<file path="src/rtl/z16_data_memory_pipe.sv">
// z16_data_memory_pipe
// Single-port data memory for the Z16 load/store stage with a request/valid
// handshake, byte-enable writes, a 1- or 2-cycle read pipeline, alignment and
// range fault reporting, and a hardware zero-fill of the array after reset.
module z16_data_memory_pipe #(
  parameter int DATA_W   = 16,
  parameter int ADDR_W   = 16,
  parameter int DEPTH    = 256,
  parameter int READ_LAT = 1
) (
  input  logic                i_clk,
  input  logic                i_rst_n,
  input  logic                i_req,
  input  logic                i_we,
  input  logic [ADDR_W-1:0]   i_addr,
  input  logic [DATA_W/8-1:0] i_be,
  input  logic [DATA_W-1:0]   i_data,
  output logic                o_ready,
  output logic                o_valid,
  output logic [DATA_W-1:0]   o_data,
  output logic                o_err
);

  localparam int BE_W  = DATA_W / 8;
  localparam int OFF_W = (BE_W > 1) ? $clog2(BE_W) : 0;
  localparam int IDX_W = $clog2(DEPTH);
  // Any READ_LAT other than 2 is treated as 1.
  localparam int LAT   = (READ_LAT == 2) ? 2 : 1;

  // Byte-offset bits inside a word: nonzero means misaligned.
  localparam logic [ADDR_W-1:0] OFF_MASK = ADDR_W'((64'd1 << OFF_W) - 64'd1);
  // Address bits above the word index: nonzero means word index >= DEPTH.
  localparam logic [ADDR_W-1:0] HI_MASK  = ~ADDR_W'((64'd1 << (OFF_W + IDX_W)) - 64'd1);
  localparam logic [IDX_W-1:0]  LAST_IDX = IDX_W'(DEPTH - 1);

  typedef enum logic [0:0] {
    ST_INIT = 1'b0,
    ST_RUN  = 1'b1
  } state_t;

  state_t             state_r;
  state_t             state_n;
  logic [IDX_W-1:0]   init_idx_r;
  logic [IDX_W-1:0]   init_idx_n;
  logic               init_we_s;
  logic               ready_r;

  logic [DATA_W-1:0]  mem_r [DEPTH];

  logic               accept_s;
  logic               misalign_s;
  logic               range_s;
  logic               fault_s;
  logic               rd_ok_s;
  logic               wr_ok_s;
  logic               err_acc_s;
  logic [IDX_W-1:0]   word_idx_s;

  // Stage LAT-1 of the read pipeline drives the outputs directly.
  logic [LAT-1:0]     vld_r;
  logic [LAT-1:0]     err_r;
  logic [DATA_W-1:0]  dat_r [LAT];

  // Decode the incoming request into accept, fault and word index.
  always_comb begin
    accept_s   = 1'b0;
    misalign_s = 1'b0;
    range_s    = 1'b0;
    fault_s    = 1'b0;
    rd_ok_s    = 1'b0;
    wr_ok_s    = 1'b0;
    err_acc_s  = 1'b0;
    word_idx_s = i_addr[OFF_W +: IDX_W];
    accept_s   = i_req & ready_r;
    misalign_s = |(i_addr & OFF_MASK);
    range_s    = |(i_addr & HI_MASK);
    fault_s    = misalign_s | range_s;
    if (accept_s) begin
      err_acc_s = fault_s;
      rd_ok_s   = ~fault_s & ~i_we;
      wr_ok_s   = ~fault_s &  i_we;
    end else begin
      err_acc_s = 1'b0;
      rd_ok_s   = 1'b0;
      wr_ok_s   = 1'b0;
    end
  end

  // Next-state logic: INIT walks the clear index over every word, then RUN.
  always_comb begin
    state_n    = state_r;
    init_idx_n = init_idx_r;
    init_we_s  = 1'b0;
    case (state_r)
      ST_INIT: begin
        init_we_s = 1'b1;
        if (init_idx_r == LAST_IDX) begin
          state_n    = ST_RUN;
          init_idx_n = {IDX_W{1'b0}};
        end else begin
          state_n    = ST_INIT;
          init_idx_n = init_idx_r + IDX_W'(1);
        end
      end
      ST_RUN: begin
        state_n    = ST_RUN;
        init_idx_n = {IDX_W{1'b0}};
      end
      default: begin
        state_n    = ST_INIT;
        init_idx_n = {IDX_W{1'b0}};
      end
    endcase
  end

  // State register; ready rises together with the move into RUN.
  always_ff @(posedge i_clk or negedge i_rst_n) begin
    if (!i_rst_n) begin
      state_r    <= ST_INIT;
      init_idx_r <= {IDX_W{1'b0}};
      ready_r    <= 1'b0;
    end else begin
      state_r    <= state_n;
      init_idx_r <= init_idx_n;
      ready_r    <= (state_n == ST_RUN);
    end
  end

  // Array write port: zero-fill during INIT, byte-enabled stores in RUN.
  always_ff @(posedge i_clk) begin
    if (init_we_s) begin
      mem_r[init_idx_r] <= {DATA_W{1'b0}};
    end else if (wr_ok_s) begin
      for (int k = 0; k < BE_W; k++) begin
        if (i_be[k]) begin
          mem_r[word_idx_s][8*k +: 8] <= i_data[8*k +: 8];
        end
      end
    end
  end

  // Read/err pipeline; data stages only load on a valid read so o_data holds.
  always_ff @(posedge i_clk or negedge i_rst_n) begin
    if (!i_rst_n) begin
      vld_r <= {LAT{1'b0}};
      err_r <= {LAT{1'b0}};
      for (int i = 0; i < LAT; i++) begin
        dat_r[i] <= {DATA_W{1'b0}};
      end
    end else begin
      vld_r[0] <= rd_ok_s;
      err_r[0] <= err_acc_s;
      if (rd_ok_s) begin
        dat_r[0] <= mem_r[word_idx_s];
      end
      for (int i = 1; i < LAT; i++) begin
        vld_r[i] <= vld_r[i-1];
        err_r[i] <= err_r[i-1];
        if (vld_r[i-1]) begin
          dat_r[i] <= dat_r[i-1];
        end
      end
    end
  end

  assign o_ready = ready_r;
  assign o_valid = vld_r[LAT-1];
  assign o_err   = err_r[LAT-1];
  assign o_data  = dat_r[LAT-1];

endmodule
</file>
<file path="config.mk">
export PLATFORM = sky130hd
export DESIGN_NAME = z16_data_memory_pipe
export DESIGN_NICKNAME = d
export VERILOG_FILES = /design/src/rtl/z16_data_memory_pipe.sv
export SDC_FILE = /design/constraint.sdc
export NUM_CORES = 2
export LEC_CHECK = 0
export CAP_MARGIN = 20
export CORE_AREA = 10 10 643 645
export DETAILED_ROUTE_END_ITERATION = 6
export DIE_AREA = 0 0 653 655
export GPL_ROUTABILITY_DRIVEN = 0
export PLACE_DENSITY_LB_ADDON = 0.3
export SETUP_SLACK_MARGIN = 0.4
export SYNTH_ARGS = -nofsm -noshare
export SYNTH_HDL_FRONTEND = slang
export SYNTH_SLANG_ARGS = --single-unit
export TNS_END_PERCENT = 1
</file>
<file path="constraint.sdc">
create_clock -name i_clk -period 5.21 [get_ports i_clk]
set_input_delay 0.521 -clock i_clk [delete_from_list [all_inputs] [get_ports i_clk]]
set_output_delay 0.521 -clock i_clk [all_outputs]
set_load 0.1 [all_outputs]
</file>
==> impl_metrics.yaml <==
timing:
  finalHoldViolations: 0
  clock-skew-final_ns: 0.0516
  tns_ns: 0
  min_period_over_period_pct: 83.2
  worst_pin_slew_ns: 1.13
  fmax_ghz: 0.231
  post-route-min-period_ns: 4.33
  slew_headroom_pct: 24.7
  slew_violations: 0
  grt_setup_unrepaired: "no"
  setup_viol_count_final: 0
synthesis:
  syn_nets: 7576
  yosysSeqAreaShare_pct: 77.5
  synth_ff_type: "edfxtp_1"
  synth_cell_type_count: 61
  netlist_area_um2: 160000
  syn_inst: 7537
  synth_edf_count: 4096
  yosys_warnings: 0
  synth_top_area_share_pct: 77.1
  synth_top_cell_by_area: "edfxtp_1"
  postSynth.asyncResetShare_pct: 0.655
  syn_area_per_cell_um2: 21.2
  ys_top_cells_by_area: "edfxtp_1, mux4_2, mux2i_1"
  ys_ff_latch: 4123
detailed_routing:
  drc_errors: 0
  drt_wl_total_um: 439000
  first_pass_iters: 6
  wl_per_cell_um: 32.0
  routed-via-count: 80211
  final_antenna_net_count: 0
  drt_iter0_markers: 10158
  vias_per_cell: 5.84
placement:
  dp.cells: 12937
  port_buffers: 56
  dp_hpwl_um: 279000
critical_path:
  crit_type: "reg2reg"
  r2r-end: "mem_r[167][14]"
  reg2reg_slack_ns: 0.88
  cp_max_fo: 18
  cp_data_required_time_ns: 5.79
  arrival_ns: 4.91
  r2r_start: "o_ready"
  critical_path.endpoint_type: "flip-flop"
  crit_path_start_kind: "flip-flop"
  r2r_cells: 6
grt:
  antenna_found_initial: 20
  grt_max_degree: 169
  grt_usage_pct: 20.1
  grt_pass1_wl_um: 623000
  gr-total-overflow: 0
  first_global_vias: 80745
cells_and_area:
  area_growth_pct: 15.1
  final_cell_mix: "edfxtp_1, mux4_2, nor2_1"
  nNetsFinal: 8110
  fillers: 32943
  final_common_cell: "edfxtp_1"
  final_cells: 13726
  drive_above_1_share_pct: 25.7
floorplanning:
  ios: 57
  start_util_pct: 39.8
  core_area_um2: 401000
  die_w_um: 653
  chipHeight_um: 655
  dieArea_um2: 428000
  rows: 233
clock_tree:
  tritoncts: "built"
  ctsHoldBuffers: 1
  numCtsBuffers: 417
  cts_resized: 0
  cts_num_sinks: 4123
  path_clk_slew_ns: 0.06
  post_cts_buffers: 0
  insertion_delay_ns: 0.99
  root_buffer: "clkbuf_16"
  clock_path_buffers: 4
  cts-htree-levels: 5
outcome:
  status: "complete, no violations"
pwr:
  peakVddDrop_v: 0.000295
  p_leak_nw: 47.6
  p_per_area_nw_per_um2: 368
hold_path:
  worstHoldPathType: "in2async"
run:
  maxCapViolations: 0
-- per-layer routing --
layer  global-route usage (%)  share of wire, %
met1                     27.7                40
met2                     32.6                48
met3                     3.37               8.2
met4                     7.00               3.9
met5                        0            0.0061
-- registers in the layout, indices dropped and copies added, names as in the netlist --
name / cells
mem_r: 4096
o_data: 16
o_ready: 1
init_idx_r: 8
o_valid: 1
o_err: 1
-- through the flow --
stage | setup slack [ns] | util, % | hold WS, ns | area, um2 | total power, mW
after floorplan | -0.944 | - | 0.225 | 160000 | 37.6
after detailed placement | 0.379 | 42.4 | 0.574 | 170000 | 38.2
after CTS | 0.839 | 45.8 | 0.241 | 184000 | 68.0
after global placement | 0.351 | 42.4 | 0.557 | 170000 | 38.2
after global routing | 0.725 | 45.8 | 0.0724 | 184000 | 69.4
final | 0.877 | 45.8 | 0.0981 | 184000 | 67.6
-- critical path, stage by stage, from the launching register on --
cell,delay (ns)
dfrtp_1,0.69
o2111ai_1,0.29
or3_2,0.76
buf_4,0.30
o21ai_2,0.36
nand2_1,0.65
nor2_1,0.82
-- power breakdown --
group	switching, mW	internal (mW)	leakage, nW	total, mW
sequential	0	35.9	28.6	35.9
combinational	1.02	0.551	12.2	1.58
clock	12.7	17.4	6.75	30.1
total	13.7	53.9	47.6	67.6
-- area by class of cell --
class,instances,area [um2],area share [%]
clock inverters,282,2870,1.56
well taps,5287,6620,3.60
multi-input cells,2936,34000,18.5
repair buffers,590,5600,3.05
clock buffers,491,10900,5.94
inverters,3,12.5,0.00681
flip-flops and latches,4123,124000,67.3
diodes,14,35.0,0.0191
-- synthesized netlist by cell type, drive strengths merged (55+ instances only) --
cell type	count
edfxtp	4096
mux4	906
nor2	576
mux2i	473
buf	243
clkbuf	232
a22oi	127
o22ai	116
nand2	98
nand3	71
o221ai	67
a21oi	60
nor3	55
-- worst max-delay path by stage --
stage / start / endpoint / slack, ns / depth (start not counted)
2_1_floorplan: o_ready / mem_r[0][0] / -0.94 / 5
3_3_place_gp: i_addr[14] / mem_r[225][3] / 0.35 / 9
3_5_place_dp: i_addr[14] / mem_r[239][5] / 0.38 / 9
4_1_cts: o_ready / mem_r[167][14] / 0.84 / 6
5_1_grt: o_ready / mem_r[1][6] / 0.72 / 7
6_report: o_ready / mem_r[167][14] / 0.88 / 6
-- logic make-up (layout without fill, tap and decap cells) --
group                    Yosys count  in the layout  synth area share [%]
other                              0             14                     0
adder cells (fa/ha/maj)            1              1               0.00784
AO/OA/AOI/OAI                    572            572                  2.64
multiplexers                    1381           1381                  15.8
XOR/XNOR                           6              6                0.0329
buffers and inverters            478           1366                  1.37
AND/OR/NAND/NOR                  976            976                  2.71
flip-flops                      4123           4123                  77.5
(Power assumes the default switching activity.)
